## src/rtl/mem_tg2_sched_pkg.sv

```systemverilog
// mem_tg2_sched_pkg: shared state codes, start-write defaults and channel search for the TG2 sequencer
package mem_tg2_sched_pkg;
  localparam logic [2:0] ST_IDLE      = 3'd0;
  localparam logic [2:0] ST_SELECT    = 3'd1;
  localparam logic [2:0] ST_WR_START  = 3'd2;
  localparam logic [2:0] ST_WAIT_DONE = 3'd3;
  localparam logic [2:0] ST_DONE      = 3'd4;
  localparam logic [9:0]  START_OFS_DEF = 10'h00F;
  localparam logic [31:0] START_VAL_DEF = 32'h1;
  localparam logic [4:0]  NONE_IDX      = 5'h10;
  typedef enum logic [1:0] {RES_NONE, RES_PASS, RES_FAIL, RES_TMO} res_code_e;
  // lowest enabled index >= ptr, or NONE_IDX (bit 4 set) when nothing is left
  function automatic logic [4:0] find_next(input logic [15:0] en, input logic [4:0] ptr);
    find_next = NONE_IDX;
    for (int i = 15; i >= 0; i--)
      if (en[i] && 5'(i) >= ptr) find_next = 5'(i);
  endfunction
endpackage

```

## src/rtl/mem_tg2_sched_wdog.sv

```systemverilog
// mem_tg2_sched_wdog: per-channel watchdog, saturating counter with limit-based expiry
module mem_tg2_sched_wdog #(
  parameter int WDOG_W = 32
) (
  input  logic              clk,
  input  logic              reset,
  input  logic              clr,
  input  logic              en,
  input  logic [WDOG_W-1:0] limit,
  output logic              expire
);
  logic [WDOG_W-1:0] cnt;
  // count cycles while enabled, holding at all-ones
  always_ff @(posedge clk)
    cnt <= (reset || clr) ? '0 : (en && !(&cnt)) ? cnt + 1'b1 : cnt;
  assign expire = (limit != '0) && (cnt == limit - 1'b1);
endmodule

```

## src/rtl/mem_tg2_sched.sv

```systemverilog
// mem_tg2_sched: runs TG2 channels one at a time via a shared AVMM config master
module mem_tg2_sched
  import mem_tg2_sched_pkg::*;
#(
  parameter int NUM_TG = 4,
  parameter int CFG_ADDR_W = 10,
  parameter int CFG_DATA_W = 32,
  parameter logic [CFG_ADDR_W-1:0] START_OFS = START_OFS_DEF,
  parameter logic [CFG_DATA_W-1:0] START_VAL = START_VAL_DEF,
  parameter int WDOG_W = 32,
  localparam int SEL_W = (NUM_TG > 1) ? $clog2(NUM_TG) : 1
) (
  input  logic                  clk,
  input  logic                  reset,
  input  logic                  seq_start,
  input  logic                  seq_abort,
  input  logic [NUM_TG-1:0]     ch_enable,
  input  logic [WDOG_W-1:0]     wdog_limit,
  input  logic [NUM_TG-1:0]     tg_pass,
  input  logic [NUM_TG-1:0]     tg_fail,
  input  logic [NUM_TG-1:0]     tg_timeout,
  output logic [SEL_W-1:0]      cfg_sel,
  output logic                  cfg_write,
  output logic [CFG_ADDR_W-1:0] cfg_address,
  output logic [CFG_DATA_W-1:0] cfg_writedata,
  input  logic                  cfg_waitrequest,
  output logic [NUM_TG-1:0]     mem_tg_active,
  output logic                  seq_busy,
  output logic                  seq_done,
  output logic [NUM_TG-1:0]     res_pass,
  output logic [NUM_TG-1:0]     res_fail,
  output logic [NUM_TG-1:0]     res_tmo,
  output logic                  res_aborted
);
  logic [2:0]        state;
  logic [NUM_TG-1:0] en_q;
  logic [4:0]        ptr;
  logic [4:0]        nxt;
  logic              abort_pend;
  logic              wd_expire;
  res_code_e         code;
  assign nxt = find_next(16'(en_q), ptr);
  mem_tg2_sched_wdog #(.WDOG_W(WDOG_W)) u_wdog (
    .clk    (clk),
    .reset  (reset),
    .clr    (state != ST_WAIT_DONE),
    .en     (state == ST_WAIT_DONE),
    .limit  (wdog_limit),
    .expire (wd_expire)
  );
  // status priority for the active channel: fail, TG2 timeout, pass, watchdog
  always_comb
    code = tg_fail[cfg_sel]    ? RES_FAIL :
           tg_timeout[cfg_sel] ? RES_TMO  :
           tg_pass[cfg_sel]    ? RES_PASS :
           wd_expire           ? RES_TMO  : RES_NONE;
  // sequencer FSM; every output is a register updated here
  always_ff @(posedge clk)
    if (reset) begin
      state         <= ST_IDLE;
      en_q          <= '0;
      ptr           <= '0;
      abort_pend    <= 1'b0;
      cfg_sel       <= '0;
      cfg_write     <= 1'b0;
      cfg_address   <= '0;
      cfg_writedata <= '0;
      mem_tg_active <= '0;
      seq_busy      <= 1'b0;
      seq_done      <= 1'b0;
      res_pass      <= '0;
      res_fail      <= '0;
      res_tmo       <= '0;
      res_aborted   <= 1'b0;
    end else begin
      seq_done <= 1'b0;
      case (state)
        ST_IDLE:
          if (seq_start) begin
            en_q        <= ch_enable;
            ptr         <= '0;
            abort_pend  <= 1'b0;
            res_pass    <= '0;
            res_fail    <= '0;
            res_tmo     <= '0;
            res_aborted <= 1'b0;
            seq_busy    <= 1'b1;
            state       <= ST_SELECT;
          end
        ST_SELECT:
          if (seq_abort || nxt[4]) begin
            res_aborted <= seq_abort;
            seq_done    <= 1'b1;
            state       <= ST_DONE;
          end else begin
            cfg_sel       <= SEL_W'(nxt);
            mem_tg_active <= NUM_TG'(1) << nxt;
            cfg_write     <= 1'b1;
            cfg_address   <= START_OFS;
            cfg_writedata <= START_VAL;
            state         <= ST_WR_START;
          end
        ST_WR_START: begin
          if (seq_abort) abort_pend <= 1'b1;
          if (!cfg_waitrequest) begin
            cfg_write <= 1'b0;
            if (abort_pend || seq_abort) begin
              res_aborted   <= 1'b1;
              mem_tg_active <= '0;
              seq_done      <= 1'b1;
              state         <= ST_DONE;
            end else
              state <= ST_WAIT_DONE;
          end
        end
        ST_WAIT_DONE: begin
          if (code == RES_FAIL) res_fail[cfg_sel] <= 1'b1;
          if (code == RES_TMO)  res_tmo[cfg_sel]  <= 1'b1;
          if (code == RES_PASS) res_pass[cfg_sel] <= 1'b1;
          if (seq_abort) begin
            res_aborted   <= 1'b1;
            mem_tg_active <= '0;
            seq_done      <= 1'b1;
            state         <= ST_DONE;
          end else if (code != RES_NONE) begin
            ptr           <= 5'(cfg_sel) + 5'd1;
            mem_tg_active <= '0;
            state         <= ST_SELECT;
          end
        end
        ST_DONE: begin
          seq_busy <= 1'b0;
          state    <= ST_IDLE;
        end
        default: state <= ST_IDLE;
      endcase
    end
endmodule

```

## config.mk

```make
export PLATFORM = sky130hd
export DESIGN_NAME = mem_tg2_sched
export DESIGN_NICKNAME = d
export VERILOG_FILES = /design/src/rtl/mem_tg2_sched_pkg.sv /design/src/rtl/mem_tg2_sched_wdog.sv /design/src/rtl/mem_tg2_sched.sv
export SDC_FILE = /design/constraint.sdc
export NUM_CORES = 1
export LEC_CHECK = 0
export BUFFER_PORTS_ARGS = -buffer_cell sky130_fd_sc_hd__buf_2
export CORE_AREA = 8 8 108 110
export CTS_BUF_LIST = sky130_fd_sc_hd__clkbuf_16
export DETAILED_ROUTE_END_ITERATION = 6
export DIE_AREA = 0 0 116 118
export PLACE_DENSITY = 0.76
export SLEW_MARGIN = 5
export SYNTH_ARGS = -nofsm -noshare
export SYNTH_HDL_FRONTEND = slang
export SYNTH_HIERARCHICAL = 1
export SYNTH_SLANG_ARGS = --single-unit
```

## constraint.sdc

```tcl
create_clock -name clk -period 3 [get_ports clk]
set_input_delay 0.3 -clock clk [delete_from_list [all_inputs] [get_ports clk]]
set_output_delay 0.3 -clock clk [all_outputs]
set_load 0.05 [all_outputs]
```

==> metrics.yaml, run 1 <==
drt:
  vias: 4586
  drt_iter0_markers: 240
  drtAntennaViolNets: 0
  viasPerCell: 5.40
  drc_errors: 0
  firstDrtPassIters: 4
  wl_per_cell_um: 15.6
  routed_wl_mm: 13.2
critical_path:
  cp-end-kind: "flop"
  cp_max_fo: 6
  worstPathRequired_ns: 3.27
  startpoint_type: "input port"
  cp.arrival_ns: 3.23
  crit_type: "input port to flop"
  ff2ff_path_depth: 12
synth:
  avgSynthCellArea_um2: 7.97
  syn_inst: 593
  synth_seq_cells: 66
  ys_types: 67
  netlist_area_mm2: 0.00473
  seq_area_frac_synth_pct: 28.0
  synth_edf_count: 0
  yosys_warnings: 6
  async_reset_ff_share_pct: 0
  synth_top_flop_cell: "dfxtp_1"
clock_tree:
  root_buffer: "clkbuf_16"
  cts_inserted_buffers: 9
  cts_max_level: 3
  cts.sinks: 66
  clk_latency_ns: 0.32
  cts_buffer_depth: 2
  cts_tree: "built"
  clk_pin_slew_ns: 0.05
floorplan:
  die_width_um: 116
  core-area_mm2: 0.0100
  die_h_um: 118
  die_area_mm2: 0.0137
  initial_utilization_pct: 47.3
  ioPinCount: 117
  rows: 37
placement:
  port_buffers: 79
  dp_slack_ns: -0.452
  place_hpwl_mm: 10.3
  place_area_mm2: 0.00539
  gp_congestion: 0.895
global_route:
  grt_pass1_wl_mm: 21.1
  grt_max_degree: 33
  overflow: 0
  grt_util_all_layers_pct: 18.8
  antenna_found_initial: 0
  grt_pass1_vias: 4605
layout:
  final_layout_size_suffix_gt1_share_pct: 26.1
  design_area_mm2: 0.00584
  fill_cells: 919
  antenna_cells: 0
  areaGrowthSynthToFinish_pct: 23.6
  nets: 769
min_path:
  hold_depth: 3
  hold_path.class: "input port to flop"
sta:
  fin_crit_sh_pct: 98.5
  maxSlewViolCount: 0
  finClkSkew_ns: 0.00502
  slew_headroom_pct: 60.5
  hold_viol: 0
  whs_ns: 0.213
  worst_slack_ns: 0.0436
  worst_pin_slew_ns: 0.591
  finalSetupViolCount: 0
  timing.fmax_mhz: 338
  fin_crit_ns: 2.96
power:
  peakVddDrop_mv: 0.387
  cellLeakagePower_nw: 2.32
  p_per_area_mw_per_mm2: 402
status:
  status: "completed"
flow_run:
  cap_violations: 0
cells by family after synthesis:
| group | Yosys count | share of synthesized area, % |
|---|---|---|
| and+or+nand+nor | 266 | 30.5 |
| buffers and inverters | 88 | 10.7 |
| AOI/OAI and AO/OA | 79 | 11.5 |
| DFF | 66 | 28.0 |
| xor gates and xnor gates | 65 | 12.0 |
| muxes | 21 | 5.43 |
| adders and majority gates | 7 | 1.85 |
| other | 1 | 0.0793 |
flip-flops by register name (all words and copies together) (netlist names):
register,cells
u_wdog/cnt,32
en_q,4
mem_tg_active,4
res_fail,4
res_pass,4
res_tmo,4
ptr,3
state,3
cfg_sel,2
abort_pend,1
cfg_write,1
cfg_writedata,1
res_aborted,1
seq_busy,1
seq_done,1
metal layers:
| layer | vias up | global-route usage [%] | routed length, um |
|---|---|---|---|
| met4 | 0 | 7.70 | 260 |
| met1 | 2110 | 21.8 | 5650 |
| met2 | 189 | 31.9 | 6260 |
| met3 | 26 | 4.36 | 1060 |
| li1 | 2261 | - | - |
| met5 | - | 0 | 0 |
worst paths after layout:
check / to / slack [ns] / from
max: ptr[2] / 0.04 / wdog_limit[3]
min: en_q[2] / 0.21 / ch_enable[2]
max reg2reg: ptr[2] / 0.20 / u_wdog/cnt[6]
min reg2reg: res_tmo[0] / 0.47 / res_tmo[0]
critical path, cell delays in order:
cell and delay, ns:
buf_2 0.12, nor4_4 0.29, buf_4 0.16, nand4_4 0.15, or4_1 0.52, a211o_1 0.32
a31oi_2 0.20, nand4_1 0.19, nor4_4 0.17, buf_4 0.18, nor4_4 0.06, buf_4 0.15
nor4_4 0.21, a22o_2 0.19
Yosys cell counts, types with 3 or more instances:
library cell   n  area [um2]
nor2_1        80         300
dfxtp_1       66        1320
buf_4         42         315
xnor2_1       35         307
xor2_1        30         263
nand2_1       27         101
nor3_1        25         125
a21oi_1       24         120
inv_1         24        90.1
nand3_1       23         115
nand4_1       20         125
clkbuf_1      14        52.6
mux2i_1       14         140
nor4_1        13        81.3
and3_1        12        75.1
o21ai_0       12        60.1
or3_1         11        68.8
nor2b_1        9        56.3
buf_2          7        35.0
ha_1           7        87.6
nand2b_1       7        43.8
nand3b_1       7        52.6
and4_1         5        43.8
or4_1          5        37.5
a22o_1         4        35.0
a31oi_1        4        25.0
and2_1         4        25.0
mux2_2         4        45.0
a211oi_1       3        22.5
a22o_2         3        30.0
nor4_2         3        37.5
o31ai_1        3        22.5
or2_2          3        18.8
cell type report:
class | instances | area [um2] | share of cell area, %
multi-input cells | 475 | 3180 | 54.5
clock inverters | 6 | 51.3 | 0.878
inverters | 24 | 90.1 | 1.54
clock buffers | 9 | 225 | 3.85
repair buffers | 133 | 801 | 13.7
flip-flops and latches | 66 | 1320 | 22.6
well taps | 136 | 170 | 2.91
where the power goes:
part / switching [mW] / leakage [nW] / internal [mW]
Clock: 0.348 / 0.145 / 0.625
Sequential: 0.0202 / 0.533 / 0.895
Combinational: 0.310 / 1.65 / 0.149
Total: 0.678 / 2.32 / 1.67
through the flow:
step	util, %	cells	total power [mW]	setup TNS, ns
floorplan	-	629	1.28	-0.00426
global placement	53.9	827	1.36	-3.55
detailed placement	53.9	827	1.37	-4.48
CTS	57.1	843	2.35	0
global route	58.4	849	2.45	-0.0653
finish	58.4	849	2.35	0
timing repair:
action	CTS	global route
setup buffers	1	7
cloned	0	0
hold buffers	0	0
pin swaps	5	10
resized for setup	7	15
endpoints found under the setup margin	9	12
cells in the final DEF, fill, tap and decap left out, types with 11 or more instances in the layout:
master	n
buf_2	79
or3_1	11
nand2_1	26
and3_1	12
xnor2_1	35
nor3_1	22
nor4_1	12
mux2i_1	14
o21ai_0	12
buf_4	54
a21oi_1	24
nand3_1	22
nor2_1	80
dfxtp_1	66
xor2_1	30
conb_1	37
nand4_1	20
inv_1	25
Note: power is estimated with default switching activity, not from simulation.
==> run 2: changes to the inputs <==
--- a/config.mk
+++ b/config.mk
@@ -6,11 +6,13 @@
 export NUM_CORES = 1
 export LEC_CHECK = 0
 export BUFFER_PORTS_ARGS = -buffer_cell sky130_fd_sc_hd__buf_2
-export CORE_AREA = 8 8 108 110
+export CELL_PAD_IN_SITES_DETAIL_PLACEMENT = 0
+export CELL_PAD_IN_SITES_GLOBAL_PLACEMENT = 1
+export CORE_AREA = 8 8 124 126
 export CTS_BUF_LIST = sky130_fd_sc_hd__clkbuf_16
 export DETAILED_ROUTE_END_ITERATION = 6
-export DIE_AREA = 0 0 116 118
-export PLACE_DENSITY = 0.76
+export DIE_AREA = 0 0 132 134
+export PLACE_DENSITY = 0.77
 export SLEW_MARGIN = 5
 export SYNTH_ARGS = -nofsm -noshare
 export SYNTH_HDL_FRONTEND = slang
==> metrics.yaml, run 2 (synthesis results as in run 1) <==
critical_path:
  crit_type: "input port to flop"
  reg2reg_to: "ptr[2]"
  worstPathRequired_ns: 3.22  # -0.05 ns
  startpoint_type: "input port"
  cpMaxStageDelayCell: "or4_4"
  timing.rr.start: "u_wdog/cnt[2]"
  cpMostUsedCell: "nor4_4"
  worst-path-buf-inv: 3  # -1
  ff2ff_path_depth: 12  # unchanged
  cp.arrival_ns: 3.12  # -0.11 ns
  cp_top_family: "simple AND/OR/NAND/NOR gates"
  cp-end-kind: "flop"
  cp_max_fo: 4  # -2
  crit_path_cell_trace: "buf_8, nor4_4, nand4_2, buf_6, or4_4, a211o_1, a31oi_1, nand4_1, nor4_4, buf_4, nor4_4, nand3_2, a31oi_4, a22o_2"
  rrSetupSlack_ns: 0.28  # +0.08 ns
  critical_path.max_stage_delay_ns: 0.50  # -0.02 ns
sta:
  tns_ns: 0  # unchanged
  worst_pin_slew_ns: 0.675  # +0.0840 ns
  finalSetupViolCount: 0  # unchanged
  timing.fmax_mhz: 345  # +2.1%
  fin_crit_sh_pct: 96.5  # -2.0 points
  rsz0062_at_grt: "true"
  hold_viol: 0  # unchanged
  finClkSkew_ns: 0.00668  # +0.00166 ns
  slew_headroom_pct: 54.9  # -5.6 points
  fin_crit_ns: 2.90  # -0.0609 ns
  maxSlewViolCount: 0  # unchanged
power:
  peakVddDrop_mv: 0.306  # -21%
  cellLeakagePower_nw: 2.32  # about the same
  p_per_area_mw_per_mm2: 386  # -3.8%
placement:
  place_hpwl_mm: 10.9  # +5.8%
  port_buffers: 79  # unchanged
  place_area_mm2: 0.00549  # +1.9%
  gp_congestion: 0.903  # +0.88%
clock_tree:
  hold_buffers: 0  # unchanged
  cts_tree: "built"
  cts.sinks: 66  # unchanged
  cts_max_level: 3  # unchanged
  clk_latency_ns: 0.33  # about the same
  root_buffer: "clkbuf_16"
  clk_pin_slew_ns: 0.05  # about the same
  cts_buffer_depth: 2  # unchanged
  cts_inserted_buffers: 9  # unchanged
global_route:
  grt_pass1_wl_mm: 22.3  # +5.5%
  grt_pass1_vias: 4507  # -2.1%
  antenna_found_initial: 0  # unchanged
  overflow: 0  # unchanged
  grt_util_all_layers_pct: 15.2  # -3.6 points
  grt_max_degree: 33  # unchanged
min_path:
  min_from: "ch_enable[3]"
  whs_endpoint: "en_q[3]"
  hold_path.class: "input port to flop"
  hold_depth: 3  # unchanged
layout:
  fill_cells: 1358  # +48%
  register_area_mm2: 0.00132  # about the same
  final_layout_size_suffix_gt1_share_pct: 26.5  # +0.41 points
  final_cell_mix: "nor2_1 (79), buf_2 (78), dfxtp_1 (65)"
  largest_reg_flops: 32  # unchanged
  nets: 773  # +0.52%
  antenna_cells: 0  # unchanged
  top_register: "u_wdog/cnt"
  layout_commonest_cell: "nor2_1"
  multi_input_comb_area_mm2: 0.00317  # -0.51%
  design_area_mm2: 0.00591  # +1.1%
  areaGrowthSynthToFinish_pct: 25.0
  finish.utilization_pct: 43.8  # -15 points
drt:
  drt_iter0_markers: 204  # -15%
  viasPerCell: 5.05  # -6.4%
  drc_errors: 0  # unchanged
  routed_wl_mm: 13.7  # +3.6%
  firstDrtPassIters: 5  # +1
  wl_per_cell_um: 15.3  # -2.0%
  drtAntennaViolNets: 0  # unchanged
  vias: 4534  # -1.1%
status:
  status: "completed"
floorplan:
  core-area_mm2: 0.0135  # +35%
  ioPinCount: 117  # unchanged
  rows: 43  # +16%
  initial_utilization_pct: 35.0  # -12 points
  die_h_um: 134  # +14%
  die_area_mm2: 0.0177  # +29%
  die_width_um: 132  # +14%
flow_run:
  cap_violations: 0  # unchanged
run 2: what timing repair did:
action	CTS	global route
gates resized for setup	1	26
setup endpoints to repair	7	12
pin swaps	0	14
setup buffers	0	4
cloned	0	1
run 2: through the flow:
stage	cells	hold WS [ns]	setup slack, ns	total power, mW
5_1_grt	897	0.233	-0.0177	2.39
3_3_place_gp	877	0.456	-0.304	1.37
4_1_cts	892	0.194	0.0484	2.29
6_report	897	0.208	0.104	2.28
2_1_floorplan	629	0.447	-0.00143	1.28
3_5_place_dp	877	0.462	-0.439	1.38
run 2: tightest hold or removal path, cell delays in order:
cell     delay (ns)
buf_2          0.08
mux2i_1        0.05
nor2_1         0.07
run 2: layout make-up:
cell class / count / area share, %
Tap cell: 180 / 3.81
Inverter: 24 / 1.52
Timing Repair Buffer: 137 / 14.4
Clock buffer: 9 / 3.81
Multi-Input combinational cell: 475 / 53.6
Clock inverter: 6 / 0.445
Sequential cell: 66 / 22.4
run 2: routing by layer:
metal | part of all wire [%] | global-route usage [%] | wire (um) | up-vias
met1 | 46 | 18.5 | 6280 | 2118
met2 | 48 | 25.8 | 6540 | 139
li1 | - | - | - | 2258
met3 | 4.4 | 3.10 | 601 | 19
met5 | 0 | 0 | 0 | -
met4 | 2.1 | 5.62 | 288 | 0
run 2: where the power goes:
| group | internal [mW] | leakage (nW) | total, mW | switching [mW] |
|---|---|---|---|---|
| combinational | 0.152 | 1.66 | 0.465 | 0.313 |
| sequential | 0.894 | 0.534 | 0.911 | 0.0162 |
| clock | 0.540 | 0.131 | 0.907 | 0.367 |
run 2: worst max-delay path by stage:
stage	depth (start not counted)	slack (ns)	endpoint	start
after floorplan	11	-0.001	ptr[2]	wdog_limit[6]
after global placement	16	-0.30	mem_tg_active[3]	wdog_limit[0]
after detailed placement	16	-0.44	mem_tg_active[1]	wdog_limit[0]
after CTS	16	0.05	mem_tg_active[1]	wdog_limit[0]
after global routing	14	-0.02	mem_tg_active[1]	wdog_limit[3]
final	14	0.10	ptr[2]	wdog_limit[3]
